--- config.mk ---
export PLATFORM = sky130hd
export DESIGN_NAME = mmio_io_responder
export DESIGN_NICKNAME = d
export VERILOG_FILES = /design/src/rtl/io_map_pkg.sv /design/src/rtl/btn_sync_edge.sv /design/src/rtl/mmio_io_responder.sv
export SDC_FILE = /design/constraint.sdc
export NUM_CORES = 1
export LEC_CHECK = 0
export BUFFER_PORTS_ARGS = -buffer_cell sky130_fd_sc_hd__buf_2
export CAP_MARGIN = 10
export CORE_UTILIZATION = 46
export CTS_CLUSTER_SIZE = 12
export DETAILED_ROUTE_END_ITERATION = 16
export PLACE_DENSITY = 0.8
export SETUP_SLACK_MARGIN = 0.3
export SYNTH_ARGS = -nofsm -noshare
export SYNTH_HDL_FRONTEND = slang
export SYNTH_SLANG_ARGS = --single-unit
--- constraint.sdc ---
create_clock -name clock -period 1.8 [get_ports clock]
set_input_delay 0 -clock clock [delete_from_list [all_inputs] [get_ports clock]]
set_output_delay 0 -clock clock [all_outputs]
set_load 0.01 [all_outputs]
--- src/rtl/io_map_pkg.sv ---
// Address map, button indices and status-word layout shared by the MMIO
// button/mailbox responder and its sub-blocks.
package io_map_pkg;

    localparam logic [31:0] DEF_ADDR_BTNC   = 32'd1000;
    localparam logic [31:0] DEF_ADDR_OUT    = 32'd2000;
    localparam logic [31:0] DEF_ADDR_BTNL   = 32'd3000;
    localparam logic [31:0] DEF_ADDR_BTNR   = 32'd4000;
    localparam logic [31:0] DEF_ADDR_BTNU   = 32'd5000;
    localparam logic [31:0] DEF_ADDR_BTND   = 32'd6000;
    localparam logic [31:0] DEF_ADDR_STATUS = 32'd7000;

    localparam int unsigned NUM_BTN = 5;
    localparam int unsigned BTN_C   = 0;
    localparam int unsigned BTN_L   = 1;
    localparam int unsigned BTN_R   = 2;
    localparam int unsigned BTN_U   = 3;
    localparam int unsigned BTN_D   = 4;

    localparam int unsigned STAT_LEVEL_LSB = 0;
    localparam int unsigned STAT_VALID_BIT = 5;
    localparam int unsigned STAT_OVF_BIT   = 6;

    function automatic logic [31:0] status_word(input logic ovf, input logic valid,
                                                input logic [NUM_BTN-1:0] level);
        logic [31:0] w;
        w = '0;
        w[STAT_LEVEL_LSB +: NUM_BTN] = level;
        w[STAT_VALID_BIT]            = valid;
        w[STAT_OVF_BIT]              = ovf;
        return w;
    endfunction

endpackage

--- src/rtl/btn_sync_edge.sv ---
// Two-flop synchronizer and rising-edge detector for one raw button input.
// Edges are only reported once the synchronized level has been seen low after reset.
module btn_sync_edge (
    input  logic clk_i,
    input  logic rst_ni,
    input  logic btn_i,
    output logic level_o,
    output logic rise_o
);

    logic       s1_q, s1_d;
    logic       s2_q, s2_d;
    logic       prev_q, prev_d;
    logic [1:0] warm_q, warm_d;
    logic       armed_q, armed_d;

    always_comb begin
        s1_d    = btn_i;
        s2_d    = s1_q;
        prev_d  = s2_q;
        warm_d  = {warm_q[0], 1'b1};
        // s2_q is meaningful only once the pipeline has refilled after reset.
        armed_d = armed_q | (warm_q[1] & ~s2_q);
    end

    always_ff @(posedge clk_i or negedge rst_ni) begin
        if (!rst_ni) begin
            s1_q    <= 1'b0;
            s2_q    <= 1'b0;
            prev_q  <= 1'b0;
            warm_q  <= 2'b00;
            armed_q <= 1'b0;
        end else begin
            s1_q    <= s1_d;
            s2_q    <= s2_d;
            prev_q  <= prev_d;
            warm_q  <= warm_d;
            armed_q <= armed_d;
        end
    end

    assign level_o = s2_q;
    assign rise_o  = s2_q & ~prev_q & armed_q;

endmodule

--- src/rtl/mmio_io_responder.sv ---
// Memory-mapped responder: sticky button-press registers, a status register and
// a one-entry output mailbox toward a display consumer.
module mmio_io_responder
    import io_map_pkg::*;
#(
    parameter logic [31:0] ADDR_BTNC   = DEF_ADDR_BTNC,
    parameter logic [31:0] ADDR_OUT    = DEF_ADDR_OUT,
    parameter logic [31:0] ADDR_BTNL   = DEF_ADDR_BTNL,
    parameter logic [31:0] ADDR_BTNR   = DEF_ADDR_BTNR,
    parameter logic [31:0] ADDR_BTNU   = DEF_ADDR_BTNU,
    parameter logic [31:0] ADDR_BTND   = DEF_ADDR_BTND,
    parameter logic [31:0] ADDR_STATUS = DEF_ADDR_STATUS
) (
    input  logic        clock,
    input  logic        reset,
    input  logic [31:0] address_dmem,
    input  logic        wren,
    input  logic        mem_en,
    input  logic [31:0] data,
    input  logic [4:0]  btn_in,
    output logic [31:0] q_io,
    output logic        io_hit,
    output logic [31:0] out_data,
    output logic        out_valid,
    input  logic        out_ready
);

    logic [NUM_BTN-1:0] level;
    logic [NUM_BTN-1:0] rise;

    for (genvar i = 0; i < NUM_BTN; i++) begin : g_btn
        btn_sync_edge u_sync (
            .clk_i  (clock),
            .rst_ni (reset),
            .btn_i  (btn_in[i]),
            .level_o(level[i]),
            .rise_o (rise[i])
        );
    end

    logic [NUM_BTN-1:0] sticky_q, sticky_d;
    logic               overflow_q, overflow_d;
    logic               out_valid_q, out_valid_d;
    logic [31:0]        out_data_q, out_data_d;
    logic [31:0]        q_io_q, q_io_d;
    logic               io_hit_q, io_hit_d;

    logic [NUM_BTN-1:0] btn_sel;
    logic               sel_out, sel_status, is_load, is_store;
    logic               store_out, accept, handshake;

    always_comb begin
        btn_sel        = '0;
        btn_sel[BTN_C] = (address_dmem == ADDR_BTNC);
        btn_sel[BTN_L] = (address_dmem == ADDR_BTNL);
        btn_sel[BTN_R] = (address_dmem == ADDR_BTNR);
        btn_sel[BTN_U] = (address_dmem == ADDR_BTNU);
        btn_sel[BTN_D] = (address_dmem == ADDR_BTND);
        sel_out        = (address_dmem == ADDR_OUT);
        sel_status     = (address_dmem == ADDR_STATUS);
        is_load        = mem_en & ~wren;
        is_store       = mem_en & wren;
    end

    always_comb begin
        // A new edge re-sets the bit even if the same cycle's read clears it.
        sticky_d = (sticky_q & ~(is_load ? btn_sel : '0)) | rise;

        handshake = out_valid_q & out_ready;
        store_out = is_store & sel_out;
        accept    = store_out & (~out_valid_q | out_ready);

        out_valid_d = out_valid_q;
        out_data_d  = out_data_q;
        if (handshake) begin
            out_valid_d = 1'b0;
        end
        if (accept) begin
            out_valid_d = 1'b1;
            out_data_d  = data;
        end

        overflow_d = (overflow_q & ~(is_load & sel_status)) | (store_out & ~accept);

        io_hit_d = mem_en & ((|btn_sel) | sel_status | sel_out);
        q_io_d   = '0;
        if (is_load) begin
            if (|btn_sel) begin
                q_io_d = {31'b0, |(btn_sel & sticky_q)};
            end else if (sel_status) begin
                q_io_d = status_word(overflow_q, out_valid_q, level);
            end
        end
    end

    always_ff @(posedge clock or negedge reset) begin
        if (!reset) begin
            sticky_q    <= '0;
            overflow_q  <= 1'b0;
            out_valid_q <= 1'b0;
            out_data_q  <= '0;
            q_io_q      <= '0;
            io_hit_q    <= 1'b0;
        end else begin
            sticky_q    <= sticky_d;
            overflow_q  <= overflow_d;
            out_valid_q <= out_valid_d;
            out_data_q  <= out_data_d;
            q_io_q      <= q_io_d;
            io_hit_q    <= io_hit_d;
        end
    end

    assign q_io      = q_io_q;
    assign io_hit    = io_hit_q;
    assign out_data  = out_data_q;
    assign out_valid = out_valid_q;

endmodule

==> impl_metrics.env <==
export IMPL_status="completed"
export IMPL_yosysTopAreaCellShare_pct=58.8
export IMPL_core_area_mm2=0.00603
export IMPL_holdCritPathClass="input port to flop"
export IMPL_layout_nets=476
export IMPL_routed_top_layer="met4"
export IMPL_ctsRootBufferMaster="clkbuf_8"
export IMPL_final_seq_area_mm2=0.00173
export IMPL_setup_viol=0
export IMPL_dp_slack_ns=-0.202
export IMPL_drt_first_pass_iters=4
export IMPL_crit_slowest_cell="or4_4"
export IMPL_grt_pass1_wl_um=10300
export IMPL_yosysSeqAreaShare_pct=58.8
export IMPL_worst_skew_pair_late_latency_ns=0.33
export IMPL_dr_wl_met3_um=401
export IMPL_synth_ff_latch_count=69
export IMPL_multiInputGateArea_mm2=0.00123
export IMPL_tightest_slew_ns=0.576
export IMPL_htree_levels=3
export IMPL_drv_cap=0
export IMPL_place_inst=418
export IMPL_stdcell_count=482
export IMPL_crit_cells=6
export IMPL_startpoint_type="input port"
export IMPL_synth_cell_type_count=44
export IMPL_start_util_pct=48.7
export IMPL_cts_buffers=9
export IMPL_setup_slack_ns=0.0886
export IMPL_drtIter0Drc=66
export IMPL_powerDensity_mw_per_mm2=684
export IMPL_diodes=0
export IMPL_numPortBuffers=114
export IMPL_clock_skew_final_ns=0.00446
export IMPL_period_needed_ns=1.71
export IMPL_drt_vias_per_instance=4.92
export IMPL_syn_area_per_cell_um2=13.2
export IMPL_arrival_ns=1.93
export IMPL_cts_sinks=69
export IMPL_synth_top_area_cell="dfrtp_1"
export IMPL_ys_top_cells_by_area="dfrtp_1 (59%), mux2_2 (11%), buf_4 (6.7%)"
export IMPL_gr_usage_all_layers_pct=20.7
export IMPL_syn_instance_count=222
export IMPL_rows=28
export IMPL_fmax_mhz=584
export IMPL_grt_max_degree=48
export IMPL_fp_dieW_um=81.9
export IMPL_critical_path_class="input port to flop"
export IMPL_synth_warnings=0
export IMPL_cp_top_family="simple AND/OR/NAND/NOR gates"
export IMPL_io_pins=140
export IMPL_synth_edff_count=0
export IMPL_vias=2370
export IMPL_critPathBufInv=1
export IMPL_report_final_slew_viol_count=0
export IMPL_crit_fanout=4
export IMPL_antenna_found_initial=0
export IMPL_syn_to_final_growth_pct=53.8
export IMPL_wire_per_inst_um=15.6
export IMPL_r2r_cells=4
export IMPL_cts_buffer_depth=2
export IMPL_fill_cells=391
export IMPL_rsz0062_at_grt="true"
export IMPL_slowest_delay_ns=0.58
export IMPL_ys_flop_type="dfrtp_1"
export IMPL_final_cell_mix="buf_2 (112), dfrtp_1 (69), dlygate4sd3_1 (40), conb_1 (26), mux2_4 (25)"
export IMPL_maxSlewHeadroom_pct=61.2
export IMPL_grt_pass1_vias=2414
export IMPL_p_leak_nw=2.28
export IMPL_finalCritPeriodShare_pct=95.1
export IMPL_cts_tree="built"
export IMPL_wl_met2_um=4070
export IMPL_final_common_cell="buf_2"
export IMPL_gp_congestion=0.935
export IMPL_hold_violations=0
export IMPL_max_vdd_ir_drop_uv=580
export IMPL_crit_required_ns=2.02
export IMPL_antenna_left=0
export IMPL_wirelength_um=7520
export IMPL_cts_clk_slew_worst_paths_ns=0.07
export IMPL_die_area_mm2=0.00670
export IMPL_wl_met1_um=2930
export IMPL_hpwlAfterDp_um=4230
export IMPL_die_y_um=81.9
export IMPL_syn_cell_area_mm2=0.00293
export IMPL_synth_async_reset_ratio_pct=100
export IMPL_drive_above_1_share_pct=49.4
export IMPL_cp_end_kind="flop"
export IMPL_path_cells="buf_8 > or4b_4 > or4_4 > a211oi_4 > o21ba_4 > o221a_4"
export IMPL_drc=0
export IMPL_min_path_cells=4
export IMPL_gr_total_overflow=0
==> flip-flops by register name (all words and copies together) (netlist names) <==
name,count
g_btn.u_sync.level_o,5
overflow_q,1
g_btn.u_sync.armed_q,5
sticky_q,5
q_io,7
g_btn.u_sync.prev_q,5
io_hit,1
g_btn.u_sync.s1_q,5
out_valid,1
out_data,32
g_btn.u_sync.warm_q,2
==> layout make-up <==
| cell class | instances | area share (%) |
|---|---|---|
| Tap cell | 75 | 2.08 |
| Clock inverter | 7 | 1.66 |
| Timing Repair Buffer | 175 | 27.0 |
| Inverter | 12 | 0.998 |
| Sequential cell | 69 | 38.3 |
| Clock buffer | 9 | 2.75 |
| Multi-Input combinational cell | 135 | 27.3 |
==> stage by stage <==
stage                     utilization, %  instance area (µm²)  hold slack (ns)  setup TNS (ns)  power, mW
after floorplan                        -                 3090           -0.296          -0.944       1.70
after global placement              60.3                 3630          0.00502           -5.10       1.80
after detailed placement            60.3                 3630           0.0131           -5.72       1.80
after CTS                           71.0                 4280           0.0545               0       3.10
after global routing                74.9                 4510           0.0806               0       3.22
final                               74.9                 4510           0.0773               0       3.08
==> worst min-delay path: cells and delay by family <==
kind	cells	cell delay, ns
simple gates	3	0.25
buf+inv	1	0.11
==> cell usage after synthesis (2+ instances only) <==
cell type and n:
nand3b_1 2, nor2_1 4, dfrtp_1 69, nand2b_1 3
nand2_1 5, and2_1 6, buf_6 3, a32o_1 4
a21o_1 5, o22ai_1 2, or4_1 2, nand4_1 2
buf_4 26, inv_1 12, or4_4 2, mux2_1 3
nand4b_1 3, or3_1 2, conb_1 2, and4b_1 2
nand3_1 3, nor4_1 8, mux2_2 29, nor3_1 3
==> repair_timing <==
item	in CTS	in global routing
endpoints found under the hold margin	62	0
gates cloned	0	3
hold buffers	40	0
setup endpoints to repair	41	41
pin swaps	4	8
gates resized for setup	4	39
setup buffers	3	2
==> worst paths after layout <==
path | end | slack, ns | from
max | q_io[0] | 0.09 | address_dmem[2]
min | out_valid | 0.08 | wren
max reg2reg | out_data[8] | 0.32 | out_valid
min reg2reg | g_btn[1].u_sync.level_o | 0.35 | g_btn[1].u_sync.s1_q
max in group asynchronous | out_data[23] | 0.98 | reset
min in group asynchronous | out_data[2] | 0.20 | reset
==> routing by layer <==
layer	up-vias	global-route usage, %
met4	0	7.89
met5	-	0
met1	1146	22.6
li1	1107	-
met3	16	5.22
met2	101	37.9
==> report_power, final <==
| group | internal [mW] | switching (mW) | leakage, nW |
|---|---|---|---|
| Sequential | 1.57 | 0.0101 | 0.867 |
| Clock | 0.646 | 0.577 | 0.104 |
| Combinational | 0.148 | 0.135 | 1.31 |
==> cells by family after synthesis <==
family	Yosys count	share of synthesized area [%]
flip-flops	69	58.8
AND/OR/NAND/NOR	55	12.8
buffers and inverters	42	9.47
multiplexers	32	12.3
AO/OA/AOI/OAI	22	6.35
other	2	0.256
(Power assumes the default switching activity.)
